### src/rtl/pc_fetch_pkg.sv
// Shared constants and helpers for the instruction-fetch stage.
package pc_fetch_pkg;

    localparam int          RegBus       = 32;
    localparam logic [31:0] ZeroWord     = 32'h0000_0000;
    localparam logic [31:0] INST_NOP     = 32'h0000_0013;   // addi x0, x0, 0
    localparam logic [31:0] CpuResetAddr = 32'h0000_0000;

    // Force an address onto a word boundary.
    function automatic logic [31:0] word_align(input logic [31:0] a);
        return a & 32'hFFFF_FFFC;
    endfunction

endpackage

### src/rtl/fetch_fifo.sv
// Prefetch buffer: circular buffer whose slots are allocated (with their PC)
// when a fetch is granted, filled in order when data returns, and popped
// from the head. A flush drops every slot at once.
module fetch_fifo
    import pc_fetch_pkg::*;
#(
    parameter int DEPTH = 2
) (
    input  logic                       clk,
    input  logic                       rst,
    input  logic                       flush,
    input  logic                       alloc,
    input  logic [RegBus-1:0]          alloc_addr,
    input  logic                       fill,
    input  logic [RegBus-1:0]          fill_data,
    input  logic                       pop,
    output logic                       head_filled,
    output logic [RegBus-1:0]          head_addr,
    output logic [RegBus-1:0]          head_data,
    output logic [$clog2(DEPTH):0]     count
);

    localparam int PW = $clog2(DEPTH);
    localparam int CW = $clog2(DEPTH) + 1;

    logic [RegBus-1:0] addr_mem [DEPTH];
    logic [RegBus-1:0] data_mem [DEPTH];
    logic [DEPTH-1:0]  filled_reg;
    logic [DEPTH-1:0]  filled_next;
    logic [PW-1:0]     head_ptr_reg;
    logic [PW-1:0]     fill_ptr_reg;
    logic [PW-1:0]     tail_ptr_reg;
    logic [CW-1:0]     count_reg;

    // Per-slot filled flag; a pop of the slot being filled in the same cycle
    // (pass-through) leaves it empty.
    genvar gi;
    generate
        for (gi = 0; gi < DEPTH; gi++) begin : g_filled
            assign filled_next[gi] = flush                                   ? 1'b0 :
                                     (pop  && head_ptr_reg == PW'(gi))       ? 1'b0 :
                                     (fill && fill_ptr_reg == PW'(gi))       ? 1'b1 :
                                                                               filled_reg[gi];
        end
    endgenerate

    // Slot payload: address captured at grant, instruction word at return.
    always_ff @(posedge clk) begin
        if (alloc) begin
            addr_mem[tail_ptr_reg] <= alloc_addr;
        end
        if (fill) begin
            data_mem[fill_ptr_reg] <= fill_data;
        end
    end

    // Pointers, filled flags and filled-entry count.
    always_ff @(posedge clk or posedge rst) begin
        if (rst) begin
            filled_reg   <= '0;
            head_ptr_reg <= '0;
            fill_ptr_reg <= '0;
            tail_ptr_reg <= '0;
            count_reg    <= '0;
        end else if (flush) begin
            filled_reg   <= filled_next;
            head_ptr_reg <= '0;
            fill_ptr_reg <= '0;
            tail_ptr_reg <= '0;
            count_reg    <= '0;
        end else begin
            filled_reg <= filled_next;
            if (alloc) tail_ptr_reg <= tail_ptr_reg + PW'(1);
            if (fill)  fill_ptr_reg <= fill_ptr_reg + PW'(1);
            if (pop)   head_ptr_reg <= head_ptr_reg + PW'(1);
            count_reg <= count_reg + CW'(fill) - CW'(pop);
        end
    end

    assign head_filled = filled_reg[head_ptr_reg];
    assign head_addr   = addr_mem[head_ptr_reg];
    assign head_data   = data_mem[head_ptr_reg];
    assign count       = count_reg;

endmodule

### src/rtl/pc_fetch.sv
// Instruction-fetch stage: PC, in-order req/gnt/rvalid fetch, prefetch buffer,
// redirect on jump with discard of stale in-flight returns.
// Optional feature macro: FETCH_BYPASS_EN (return word drives the outputs in
// its rvalid cycle when the buffer holds no filled entry).
module pc_fetch
    import pc_fetch_pkg::*;
#(
    parameter logic [31:0] RESET_PC = CpuResetAddr,
    parameter int          DEPTH    = 2
) (
    input  logic              clk,
    input  logic              rst,
    input  logic              jump,
    input  logic [31:0]       jump_addr,
    input  logic              hold,
    output logic              ibus_req,
    output logic [31:0]       ibus_addr,
    input  logic              ibus_gnt,
    input  logic              ibus_rvalid,
    input  logic [31:0]       ibus_rdata,
    output logic              inst_valid_o,
    output logic [31:0]       inst_o,
    output logic [31:0]       addr_o
);

    localparam int CW = $clog2(DEPTH) + 1;
    // Stale returns from back-to-back redirects can stack above DEPTH.
    localparam int DW = CW + 1;

    logic [31:0]   pc_reg;
    logic [31:0]   pc_next;
    logic [CW-1:0] pend_reg;
    logic [CW-1:0] pend_next;
    logic [DW-1:0] discard_reg;
    logic [DW-1:0] discard_next;

    logic [CW-1:0] fifo_count;
    logic [CW:0]   inflight;
    logic          head_filled;
    logic [31:0]   head_addr;
    logic [31:0]   head_data;

    logic          grant;
    logic          ret_keep;
    logic          ret_drop;
    logic          bypass_hit;
    logic          out_valid;
    logic          pop;

    assign inflight  = {1'b0, fifo_count} + {1'b0, pend_reg};
    assign ibus_req  = !jump && (inflight < (CW+1)'(DEPTH));
    assign ibus_addr = pc_reg;
    assign grant     = ibus_req && ibus_gnt;
    assign ret_keep  = ibus_rvalid && (discard_reg == '0);
    assign ret_drop  = ibus_rvalid && (discard_reg != '0);

`ifdef FETCH_BYPASS_EN
    assign bypass_hit = !head_filled && ret_keep;
`else
    assign bypass_hit = 1'b0;
`endif

    assign out_valid = (head_filled || bypass_hit) && !jump;
    assign pop       = out_valid && !hold;

    // Output mux: buffered head first, otherwise the returning word.
    always_comb begin
        inst_valid_o = out_valid;
        inst_o       = INST_NOP;
        addr_o       = ZeroWord;
        if (out_valid) begin
            inst_o = head_filled ? head_data : ibus_rdata;
            addr_o = head_addr;
        end
    end

    // Next PC and outstanding/discard counters.
    always_comb begin
        pc_next      = pc_reg;
        pend_next    = pend_reg;
        discard_next = discard_reg;
        if (jump) begin
            pc_next      = word_align(jump_addr);
            pend_next    = '0;
            discard_next = discard_reg - DW'(ret_drop) + DW'(pend_reg) - DW'(ret_keep);
        end else begin
            if (grant) pc_next = pc_reg + 32'd4;
            pend_next    = pend_reg + CW'(grant) - CW'(ret_keep);
            discard_next = discard_reg - DW'(ret_drop);
        end
    end

    // PC and counter registers.
    always_ff @(posedge clk or posedge rst) begin
        if (rst) begin
            pc_reg      <= RESET_PC;
            pend_reg    <= '0;
            discard_reg <= '0;
        end else begin
            pc_reg      <= pc_next;
            pend_reg    <= pend_next;
            discard_reg <= discard_next;
        end
    end

    fetch_fifo #(
        .DEPTH (DEPTH)
    ) u_fifo (
        .clk         (clk),
        .rst         (rst),
        .flush       (jump),
        .alloc       (grant),
        .alloc_addr  (pc_reg),
        .fill        (ret_keep && !jump),
        .fill_data   (ibus_rdata),
        .pop         (pop),
        .head_filled (head_filled),
        .head_addr   (head_addr),
        .head_data   (head_data),
        .count       (fifo_count)
    );

endmodule

### config.mk
export PLATFORM = sky130hd
export DESIGN_NAME = pc_fetch
export DESIGN_NICKNAME = d
export VERILOG_FILES = /design/src/rtl/pc_fetch_pkg.sv /design/src/rtl/fetch_fifo.sv /design/src/rtl/pc_fetch.sv
export SDC_FILE = /design/constraint.sdc
export NUM_CORES = 1
export LEC_CHECK = 0
export CAP_MARGIN = 20
export CORE_MARGIN = 2
export CORE_UTILIZATION = 50
export CTS_CLUSTER_DIAMETER = 100
export DETAILED_ROUTE_END_ITERATION = 7
export PLACE_DENSITY_LB_ADDON = 0.2
export SLEW_MARGIN = 5
export SYNTH_ARGS = -nofsm -noshare
export SYNTH_HDL_FRONTEND = slang
export SYNTH_SLANG_ARGS = --single-unit
### constraint.sdc
create_clock -name clk -period 4.7 [get_ports clk]
set_input_delay 0.94 -clock clk [delete_from_list [all_inputs] [get_ports clk]]
set_output_delay 0.94 -clock clk [all_outputs]
set_load 0.005 [all_outputs]
==> flow_summary.json <==
{
  "crit_chain": "clkdlybuf4s50_1 > a21o_2 > buf_4 > inv_1 > nand2_1 > clkdlybuf4s50_1",
  "synthFlopType": "edfxtp_1",
  "endpoint_kind": "primary output",
  "largest-register": "u_fifo.data_mem",
  "nets": 791,
  "pre_cts_slack_ns": 0.8881,
  "grt_pass1_vias": 4791,
  "finalWeightedCongestion": 0.8125,
  "crit_slowest_cell": "clkdlybuf4s50_1",
  "io_pins": 168,
  "routed_wl_microns": 15570,
  "start_kind": "input port",
  "cp.arrival_ns": 2.85,
  "drive_gt1_share_pct": 6.362,
  "grt_first_pass_wirelength_microns": 23900,
  "fmax_ghz": 0.2640,
  "synthArstFlopShare_pct": 25.30,
  "insertedDiodeCount": 0,
  "synth_cell_types": 43,
  "relSlewSlack_pct": 37.25,
  "clk_pin_slew_ns": 0.06,
  "hold_viol": 0,
  "cts-root-buf": "clkbuf_16",
  "dieArea_sq_um": 15400,
  "cts_sinks": 166,
  "grt_overflow": 0,
  "synth-warning-count": 0,
  "die_y_microns": 124.1,
  "ir_drop_mv": 0.2754,
  "syn_to_final_growth_pct": 32.87,
  "numCtsBuffers": 17,
  "cts_tree": "done",
  "drt-wirelength-per-cell_microns": 17.24,
  "grt_max_degree": 45,
  "io_buffers": 161,
  "critical_path_class": "input port to primary output",
  "antenna_left": 0,
  "p_total_mw": 3.910,
  "max-clock-path-buffers": 2,
  "rows": 43,
  "coreArea_sq_um": 13990,
  "setup_tns_ns": 0,
  "drt-pass1-iter-count": 7,
  "cp.required_ns": 3.76,
  "timing.final.crit_period_ns": 3.787,
  "cts_setup_buffers": 0,
  "largest_reg_flops": 64,
  "tightest_slew_ns": 0.9390,
  "setup_ws_ns": 0.9127,
  "dp_hpwl_microns": 10550,
  "viasPerCell": 5.426,
  "drv_cap": 0,
  "synth-seq-cells": 166,
  "vias": 4900,
  "hold_buffers": 0,
  "cp_slowest_stage_delay_ns": 0.54,
  "path_buf_inv": 4,
  "crit_top_cell": "clkdlybuf4s50_1",
  "post-route-util_pct": 68.48,
  "yosysSeqAreaShare_pct": 66.23,
  "clock_latency_ns": 0.42,
  "status": "finished clean",
  "rsz0062_at_grt": "false",
  "crit_family": "buffers and inverters",
  "die-width_microns": 124.1,
  "synth-edff-count": 124,
  "finalSetupViolCount": 0,
  "track_usage_pct": 20.69,
  "htreeDepth": 4,
  "slew_violations": 0,
  "syn-instance-count": 552,
  "power_density_nw_per_um2": 408.2,
  "cts_resized": 0,
  "synthesis.area_sq_um": 7209,
  "synth.avg_cell_area_sq_um": 13.06,
  "initial_core_util_pct": 51.54,
  "antenna_found_initial": 0,
  "whs_ns": 0.5541,
  "drc": 0,
  "post-route-period-util_pct": 80.58,
  "finClkSkew_ns": 0.009132,
  "cp_max_fo": 20,
  "hold_path.class": "register to register",
  "dr.first_iter.drc_count": 415,
  "leakagePower_nw": 3.290
}
## layout make-up
type | count | area [sq um]
Inverter | 12 | 45.04
Multi-Input combinational cell | 342 | 2250
Clock inverter | 8 | 122.6
Tap cell | 180 | 225.2
Clock buffer | 24 | 471.7
Timing Repair Buffer | 171 | 1687
Fill cell | 1010 | 4409
Sequential cell | 166 | 4778
## cells by family (layout without fill, tap and decap cells)
family | after synthesis | count (layout) | share of synthesized area, %
buf+inv | 47 | 215 | 2.881
other cells | 1 | 4 | 0.05202
mux | 65 | 65 | 9.025
flops | 166 | 166 | 66.23
simple gates | 191 | 191 | 12.65
fa+ha+maj | 11 | 11 | 2.117
xor+xnor | 21 | 21 | 2.551
compound gates | 50 | 50 | 4.495
## worst paths after layout
check / startpoint / to / slack, ns / cells past startpoint
worst min register to register: ibus_addr[21]$_DFFE_PP0P_ / u_fifo.addr_mem[0][21]$_DFFE_PP_ / 0.55 / 0
min in group asynchronous: rst / ibus_addr[17]$_DFFE_PP0P_ / 0.96 / 3
max in group asynchronous: rst / u_fifo.head_ptr_reg$_DFFE_PP0P_ / 3.30 / 3
worst min-delay path: ibus_addr[21]$_DFFE_PP0P_ / u_fifo.addr_mem[0][21]$_DFFE_PP_ / 0.55 / 0
worst max-delay path: jump / inst_o[0] / 0.91 / 6
worst max register to register: pend_reg[0]$_DFF_PP0_ / ibus_addr[23]$_DFFE_PP0P_ / 1.56 / 6
## placed cells by master, fill, tap and decap left out, types with 10 or more instances in the layout
cell type	synthesis	layout
clkdlybuf4s50_1	0	161
nor2_1	85	83
o31ai_1	11	11
clkbuf_16	0	17
nand4_1	11	11
nand2_1	35	35
xnor2_1	14	14
a31oi_1	14	14
mux2i_1	65	65
o21ai_0	16	16
edfxtp_1	124	124
or4_1	12	12
inv_1	12	11
buf_4	4	10
dfrtp_1	42	41
## where the power goes
part / switching [mW] / internal, mW
combinational: 0.318 / 0.349
sequential: 0.112 / 1.74
clock: 0.524 / 0.862
## metal layers
| layer | GRT usage, % | up-vias | part of all wire [%] |
|---|---|---|---|
| met2 | 34.39 | 150 | 49 |
| met1 | 26.15 | 2384 | 43 |
| met4 | 8.567 | 0 | 1.9 |
| li1 | - | 2343 | - |
| met3 | 4.853 | 23 | 6.3 |
| met5 | 0 | - | 0 |
## worst register-to-register path: stages (launching register included)
cell and delay [ns]:
dfrtp_1 0.40, and2_1 0.17, fa_1 0.48, or3b_1 0.55, or3_1 0.65, o311ai_0 0.54
o311ai_1 0.19
## per-stage QoR
| stage | instances | area, sq um |
|---|---|---|
| floorplan | 555 | 7221 |
| global placement | 871 | 8985 |
| detailed placement | 871 | 8985 |
| CTS | 903 | 9579 |
| global route | 903 | 9579 |
| finish | 903 | 9579 |
## cell usage after synthesis, types with 2 or more instances
master | instances | area, sq um
o311ai_0 | 2 | 17.52
ha_1 | 9 | 112.6
nand2b_1 | 2 | 12.51
xor2_1 | 7 | 61.31
nor2b_1 | 4 | 25.02
clkbuf_1 | 21 | 78.83
edfxtp_1 | 124 | 3724
nand3_1 | 9 | 45.04
inv_1 | 12 | 45.04
buf_1 | 7 | 26.28
nand4_1 | 11 | 68.82
and3_1 | 5 | 31.28
o21ai_0 | 16 | 80.08
nor3_1 | 7 | 35.03
fa_1 | 2 | 40.04
mux2i_1 | 65 | 650.6
buf_4 | 4 | 30.03
or2_2 | 2 | 12.51
nor2_1 | 85 | 319.1
nand2_1 | 35 | 131.4
dfrtp_1 | 42 | 1051
or3_1 | 2 | 12.51
or4_1 | 12 | 90.09
xnor2_1 | 14 | 122.6
and4_1 | 5 | 43.79
nor4_1 | 3 | 18.77
o31ai_1 | 11 | 82.58
a31oi_1 | 14 | 87.58
buf_6 | 2 | 22.52
and2_1 | 5 | 31.28
(Power assumes the default switching activity.)
